--- config.mk ---
export PLATFORM = sky130hd
export DESIGN_NAME = gray_count_sequencer
export DESIGN_NICKNAME = d
export VERILOG_FILES = /design/src/rtl/gray_seq_pkg.sv /design/src/rtl/gray_count_sequencer_gray2bin.sv /design/src/rtl/gray_count_sequencer.sv
export SDC_FILE = /design/constraint.sdc
export NUM_CORES = 1
export LEC_CHECK = 0
export BUFFER_PORTS_ARGS = -buffer_cell sky130_fd_sc_hd__buf_2
export CORE_MARGIN = 4
export CORE_UTILIZATION = 56
export CTS_BUF_LIST = sky130_fd_sc_hd__clkbuf_8
export CTS_CLUSTER_DIAMETER = 50
export DETAILED_ROUTE_END_ITERATION = 8
export GPL_TIMING_DRIVEN = 0
export HOLD_SLACK_MARGIN = 0.03
export PLACE_DENSITY = 0.92
export SLEW_MARGIN = 20
export SYNTH_ARGS = -nofsm -noshare
export SYNTH_HDL_FRONTEND = slang
export SYNTH_SLANG_ARGS = --single-unit
--- constraint.sdc ---
create_clock -name clk -period 5 [get_ports clk]
set_input_delay 1 -clock clk [delete_from_list [all_inputs] [get_ports clk]]
set_output_delay 1 -clock clk [all_outputs]
set_load 0.02 [all_outputs]
--- src/rtl/gray_seq_pkg.sv ---
// Shared types and helpers for the Gray count sequencer: FSM state encoding,
// the default counter width and the binary-to-Gray conversion.
package gray_seq_pkg;

    localparam int GRAY_W     = 4;
    localparam int GRAY_MAX_W = 8;

    typedef enum logic [1:0] {
        ST_IDLE = 2'd0,
        ST_RUN  = 2'd1,
        ST_HOLD = 2'd2,
        ST_DONE = 2'd3
    } state_t;

    // Operates at the widest legal width; callers zero-extend and truncate.
    function automatic logic [GRAY_MAX_W-1:0] bin2gray(input logic [GRAY_MAX_W-1:0] b);
        return b ^ (b >> 1);
    endfunction

endpackage

--- src/rtl/gray_count_sequencer_gray2bin.sv ---
// Gray-to-binary converter: prefix XOR running down from the MSB, purely
// combinational.
module gray2bin #(
    parameter int W = 4
) (
    input  logic [W-1:0] gray_i,
    output logic [W-1:0] bin_o
);

    assign bin_o[W-1] = gray_i[W-1];

    generate
        for (genvar gi = W - 2; gi >= 0; gi--) begin : g_prefix
            assign bin_o[gi] = bin_o[gi+1] ^ gray_i[gi];
        end
    endgenerate

endmodule

--- src/rtl/gray_count_sequencer.sv ---
// Run-control sequencer owning a W-bit Gray count register: free-run or
// one-shot stepping, start/stop/hold, parallel load, done and wrap events.
module gray_count_sequencer
    import gray_seq_pkg::*;
#(
    parameter int W = GRAY_W
) (
    input  logic         clk,
    input  logic         c,
    input  logic         start,
    input  logic         stop,
    input  logic         dir,
    input  logic         mode,
    input  logic         load,
    input  logic [W-1:0] load_val,
    input  logic [W-1:0] target,
    input  logic         step_en,
    output logic [W-1:0] gray,
    output logic [W-1:0] bin,
    output logic         busy,
    output logic         done,
    output logic         wrap
);

    state_t       state_q, state_d;
    logic [W-1:0] gray_q, gray_d;
    logic         mode_q, mode_d;
    logic         wrap_q, wrap_d;

    logic [W-1:0] bin_next;
    logic [W-1:0] gray_next;
    logic         wrap_cond;

    gray2bin #(.W(W)) u_gray2bin (
        .gray_i (gray_q),
        .bin_o  (bin)
    );

    // Step arithmetic is done in binary, then re-encoded so exactly one Gray bit flips.
    always_comb begin
        bin_next  = dir ? (bin - 1'b1) : (bin + 1'b1);
        gray_next = W'(bin2gray(GRAY_MAX_W'(bin_next)));
        wrap_cond = dir ? (bin == '0) : (bin == '1);
    end

    always_comb begin
        state_d = state_q;
        gray_d  = gray_q;
        mode_d  = mode_q;
        wrap_d  = 1'b0;
        if (c) begin
            state_d = ST_IDLE;
            gray_d  = '0;
            mode_d  = 1'b0;
        end else begin
            unique case (state_q)
                ST_IDLE: begin
                    if (start) begin
                        mode_d  = mode;
                        state_d = (mode && (gray_q == target)) ? ST_DONE : ST_RUN;
                    end else if (load) begin
                        gray_d = load_val;
                    end
                end
                ST_RUN: begin
                    if (stop) begin
                        state_d = ST_HOLD;
                    end else if (step_en) begin
                        gray_d = gray_next;
                        wrap_d = wrap_cond;
                        if (mode_q && (gray_next == target)) begin
                            state_d = ST_DONE;
                        end
                    end
                end
                ST_HOLD: begin
                    if (stop) begin
                        state_d = ST_IDLE;
                    end else if (start) begin
                        state_d = ST_RUN;
                    end else if (load) begin
                        gray_d = load_val;
                    end
                end
                ST_DONE: begin
                    state_d = ST_IDLE;
                end
                default: begin
                    state_d = ST_IDLE;
                end
            endcase
        end
    end

    always_ff @(posedge clk) begin
        if (c) begin
            state_q <= ST_IDLE;
            gray_q  <= '0;
            mode_q  <= 1'b0;
            wrap_q  <= 1'b0;
        end else begin
            state_q <= state_d;
            gray_q  <= gray_d;
            mode_q  <= mode_d;
            wrap_q  <= wrap_d;
        end
    end

    always_comb begin
        busy = (state_q == ST_RUN) || (state_q == ST_HOLD);
        done = (state_q == ST_DONE);
        gray = gray_q;
        wrap = wrap_q;
    end

endmodule

* Word-level counts from Yosys, hierarchy flattened
Cells that the tools add are included.
** Operators by class
- Add/sub/neg operators :: 2
- Equality and inequality tests :: 13
- Multiplexer cells :: 16
- Bitwise operators :: 6
- Reductions and logical operators :: 10
** Operators by type and width (count)
- two-way mux 4 bit :: 6
- two-way mux 2 bit :: 7
- one-hot mux 4 bit (3 select lines) :: 1
- inequality test 3 bit, second input constant :: 3
- equality test 4 bit :: 2
- inequality test 2 bit, second input constant :: 4
- one-hot mux 2 bit (4 select lines) :: 1
- AND reduction 4 bit :: 2
- adder 4 x 1 -> 4 bit, second input constant :: 1
- equality test 2 bit, second input constant :: 2
- equality test 4 bit, second input constant :: 1
- zero test 4 bit :: 1
- OR reduction 4 bit :: 1
- subtractor 4 x 1 -> 4 bit, second input constant :: 1
- XOR 4 x 3 -> 4 bit :: 1
- nonzero test 3 bit :: 1
- XOR 1 bit :: 3
- equality test 2 x 1 -> 1 bit, second input constant :: 1
- logical AND 1 bit :: 2
- zero test 2 bit :: 1
- NOT 1 bit :: 2
- AND reduction 2 bit :: 1
- logical OR 1 bit :: 1
- two-way mux 1 bit :: 1
** Storage, ports and cells
- Register bits after elaboration :: 8
- Output and inout bits :: 11
- Word-level logic and storage cells :: 51

* Longest topological paths before layout
- Depth after elaboration :: 12
- Mapped depth :: 10

* Hierarchy
A second synthesis with hierarchy kept.
** Unflattened totals
- Cell total of the unflattened synthesis :: 91
- Area total of the unflattened synthesis :: 785.8 µm²
** Modules (own cells, without submodules)
- gray_count_sequencer :: times used 1, cells each 86, area each 735.7 µm²
- gray2bin :: times used 1, cells each 5, area each 50.0 µm²

* Worst setup path before layout
Ideal clock, no wire load.
- Kind :: flip-flop to flip-flop
- Start point :: register gray_q[3], in the netlist gray[3]
- End point :: register state_q[1]
- Library setup time :: 0.123 ns
- Data arrival time :: 3.363 ns
- Slack :: 1.514 ns
- Stages on the path, launching flop included :: 11
- Path buffers :: 0
- Cells stage by stage :: dfxtp_1 inv_1 ha_1 xor2_1 ha_1 inv_1 a31oi_2 xnor2_2 xnor3_1 a31oi_2 mux2_1
** On the way
- Cells in the longest elaborated chain, start to end :: 10
- Elaborated cells between the ends (all ways) :: 16
- Those cells by class :: 2 x add/sub; 3 x eq/ne; 4 x mux; 4 x bitwise; 3 x reduce/logical
** Ends and longest elaborated chain
- start, declared :: RTL line gray_count_sequencer.sv:26 : logic [W-1:0] gray_q, gray_d;
- start signal, assigned :: RTL line gray_count_sequencer.sv:103 : gray_q <= gray_d;
- XOR 1 bit (*) :: RTL line gray_count_sequencer_gray2bin.sv:14 : assign bin_o[gi] = bin_o[gi+1] ^ gray_i[gi];
- net bin[2] :: RTL line gray_count_sequencer.sv:19 : output logic [W-1:0] bin,
- XOR 1 bit (*) :: RTL line gray_count_sequencer_gray2bin.sv:14
- net bin[1] :: RTL line gray_count_sequencer.sv:19
- XOR 1 bit (*) :: RTL line gray_count_sequencer_gray2bin.sv:14
- net bin[0] :: RTL line gray_count_sequencer.sv:19
- adder 4 x 1 -> 4 bit or subtractor 4 x 1 -> 4 bit (tied branches) :: RTL line gray_count_sequencer.sv:41 : bin_next = dir ? (bin - 1'b1) : (bin + 1'b1);
- two-way mux 4 bit (*) :: RTL line gray_count_sequencer.sv:41
- XOR 4 x 3 -> 4 bit (*) :: RTL line gray_seq_pkg.sv:17 : return b ^ (b >> 1);
- equality test 4 bit (*) :: RTL line gray_count_sequencer.sv:71 : if (mode_q && (gray_next == target)) begin
- logical AND 1 bit (*) :: RTL line gray_count_sequencer.sv:71
- inequality test 3 bit (no line) (*)
- AND reduction 4 bit (no line) (*)
- end signal, assigned :: RTL line gray_count_sequencer.sv:102 : state_q <= state_d;
- end, declared :: RTL line gray_count_sequencer.sv:25 : state_t state_q, state_d;
The timed path passes the listed nets; every way through them passes the cells marked *. The select of a mux whose other input is x is not followed.
A chain may end at the register's enable or synchronous reset.

* Worst setup path after layout
- Start point :: register gray_q[3], in the netlist gray[3]
- End point :: register state_q[1]
** On the way
- Cells in the longest elaborated chain, start to end :: 10
- Elaborated cells between the ends (all ways) :: 16
- Those cells by class :: 2 x add/sub; 3 x eq/ne; 4 x mux; 4 x bitwise; 3 x reduce/logical
** Ends and longest elaborated chain (RTL line)
- XOR 1 bit (3 in a row) :: gray_count_sequencer_gray2bin.sv:14
- adder 4 x 1 -> 4 bit or subtractor 4 x 1 -> 4 bit (tied branches) :: gray_count_sequencer.sv:41
- two-way mux 4 bit :: gray_count_sequencer.sv:41
- XOR 4 x 3 -> 4 bit :: gray_seq_pkg.sv:17
- equality test 4 bit :: gray_count_sequencer.sv:71
- logical AND 1 bit :: gray_count_sequencer.sv:71
- inequality test 3 bit (no line)
- AND reduction 4 bit (no line)
Several ways; a longest one is shown, not always the timed one. The select of a mux whose other input is x is not followed.

==> flow_metrics.env <==
export IMPL_rsz0062_at_grt="false"
export IMPL_leakage_uw=0.0005038
export IMPL_seq_area_frac_synth_pct=19.51
export IMPL_nNetsFinal=160
export IMPL_drtIter0Drc=30
export IMPL_postPlaceCellArea_sq_um=964.7
export IMPL_syn_nets=130
export IMPL_io_buffers=25
export IMPL_row_count=13
export IMPL_cts_buffers=3
export IMPL_cts_tree="yes"
export IMPL_maxCapViolCount=0
export IMPL_die_h_um=46.29
export IMPL_synth_cell_type_count=32
export IMPL_synthCells=103
export IMPL_reg2reg_depth=9
export IMPL_synth_area_sq_um=820.8
export IMPL_final_hold_viol_count=0
export IMPL_synth_enable_flop_cells=0
export IMPL_drive_gt1_share_pct=27.48
export IMPL_synth_top_cell_area_share_pct=19.51
export IMPL_synthMostInstantiatedCell="nor2_1"
export IMPL_maxSlewHeadroom_pct=63.00
export IMPL_num_vias=823
export IMPL_final_cell_area_sq_mm=0.001006
export IMPL_dp_hpwl_um=1623
export IMPL_drc=0
export IMPL_ant_nets=0
export IMPL_wirelength_um=2134
export IMPL_power_density_mw_per_mm2=450.6
export IMPL_yosys_most_used_dff="dfxtp_1"
export IMPL_root_buffer="clkbuf_8"
export IMPL_drt_pass1_iterations=4
export IMPL_wl_per_cell_um=14.62
export IMPL_core_area_sq_mm=0.001334
export IMPL_hold_path_class="reg2reg"
export IMPL_startpoint="gray[3]"
export IMPL_antenna_found_initial=0
export IMPL_cp_required_ns=5.12
export IMPL_min_from="mode_q"
export IMPL_grt_pass1_wl_um=3332
export IMPL_die_w_um=46.29
export IMPL_ios=27
export IMPL_cts_max_level=1
export IMPL_fin_skew_ns=0.003422
export IMPL_die_area_sq_mm=0.002142
export IMPL_fin_crit_ns=3.157
export IMPL_regToRegStartpoint="gray[3]"
export IMPL_cp_start_kind="register"
export IMPL_clk_pin_slew_ns=0.05
export IMPL_crit_path_end_kind="register"
export IMPL_timing_fmax_ghz=0.3168
export IMPL_ir_worst_vdd_mv=0.2614
export IMPL_ys_ff_latch=8
export IMPL_post_cts_resized=0
export IMPL_yosys_top_cells_area="dfxtp_1 (20%), ha_1 (17%), xor2_1 (9.6%)"
export IMPL_clock_latency_ns=0.24
export IMPL_syn_avg_cell_area_sq_um=7.969
export IMPL_fin_crit_sh_pct=63.13
export IMPL_cts_sinks=8
export IMPL_path_max_fanout=6
export IMPL_hold_buffers=0
export IMPL_initial_core_util_pct=61.54
export IMPL_clock_path_buffers=2
export IMPL_path_class="reg2reg"
export IMPL_grt_pass1_vias=819
export IMPL_setup_tns_final_ns=0
export IMPL_vias_per_cell=5.637
export IMPL_areaGrowthSynthToFinish_pct=22.56
export IMPL_total_power_uw=453.3
export IMPL_worst_pin_slew_ns=0.5549
export IMPL_yosys_area_top_type="dfxtp_1"
export IMPL_dp_slack_ns=1.868
export IMPL_outcome="finished, final reports clean"
export IMPL_synth_commonest_cells="nor2_1 (13), a21oi_1 (11), ha_1 (11)"
export IMPL_post_cts_buffers=0
export IMPL_overflow=0
export IMPL_grt_max_degree=11
export IMPL_synth_async_reset_ratio_pct=0
export IMPL_fill_cells=102
export IMPL_antenna_cells=0
export IMPL_arrival_ns=3.27
export IMPL_synth_warnings=0
export IMPL_setup_viol_count_final=0
export IMPL_grt_usage_pct=22.86
export IMPL_fin_ws_ns=1.843
export IMPL_hold_depth=2
export IMPL_gp_congestion=0.8674
export IMPL_slew_viol_final=0
==> worst max-delay path, stage by stage (launching register included) <==
cell,delay (ns)
dfxtp_1,0.44
inv_1,0.10
ha_1,0.34
xor2_1,0.38
ha_1,0.36
a31oi_2,0.28
xnor2_2,0.21
xnor3_1,0.39
a31oi_2,0.19
mux2_1,0.35
==> kinds of logic (layout without fill, tap and decap cells) <==
kind of cell	after synthesis	count (layout)	share of synthesized area, %
simple gates	30	30	16.77
xor+xnor	16	16	19.67
buf+inv	14	42	7.317
flops	8	8	19.51
mux	2	2	2.591
fa+ha+maj	11	11	16.77
compound gates	22	22	17.38
==> registers in the layout, indices dropped and copies added (netlist names) <==
name and flops:
state_q 2, wrap 1, gray 4, mode_q 1
==> layout by cell type, fill, tap and decap left out, types with 2 or more instances in the layout <==
cell,netlist,final
a21oi_1,11,11
a31oi_2,2,2
buf_2,0,25
buf_4,2,2
clkbuf_1,2,2
clkbuf_8,0,3
dfxtp_1,8,8
ha_1,11,11
inv_1,8,8
inv_2,2,2
nand2_1,6,6
nand2b_1,2,2
nand4_1,3,3
nor2_1,13,13
o21ai_0,2,2
xnor2_1,5,5
xor2_1,9,9
==> final cells by class <==
cell class              count  area (sq um)  share of cell area [%]
repair buffers             25         125.1                   12.44
clock buffers               3         41.29                   4.104
multi-input cells          81         600.6                   59.70
flip-flops and latches      8         160.2                   15.92
inverters                  10         37.54                   3.731
plain buffers               4         22.52                   2.239
well taps                  15         18.77                   1.866
==> where the power goes <==
part	leakage, uW	switching (uW)	internal, uW	total (uW)
registers	0.0000655	10.3	73.0	83.3
logic	0.000417	171	117	288
clock network	0.0000216	29.8	52.6	82.4
total	0.000504	211	242	453
==> path summary, 6_finish.rpt <==
check	endpoint	slack, ns
hold reg to reg	mode_q	0.47
hold / removal	mode_q	0.47
setup reg to reg	state_q[1]	1.84
setup / recovery	state_q[1]	1.84
==> per-layer routing <==
metal | wire [um] | share of wire, % | up-vias | GRT usage (%)
li1 | - | - | 402 | -
met1 | 870 | 41 | 375 | 24.48
met2 | 1048 | 49 | 36 | 39.29
met3 | 153 | 7.2 | 10 | 6.641
met4 | 62 | 2.9 | 0 | 13.07
met5 | 0 | 0 | - | 0
==> through the flow <==
stage / std cells / util, % / hold slack [ns]
floorplan: 103 / - / 0.4367
global placement: 143 / 72.33 / 0.4527
detailed placement: 143 / 72.33 / 0.4625
CTS: 146 / 75.42 / 0.4701
global route: 146 / 75.42 / 0.5024
finish: 146 / 75.42 / 0.4729
No activity file was read; power rests on OpenSTA's default activity.
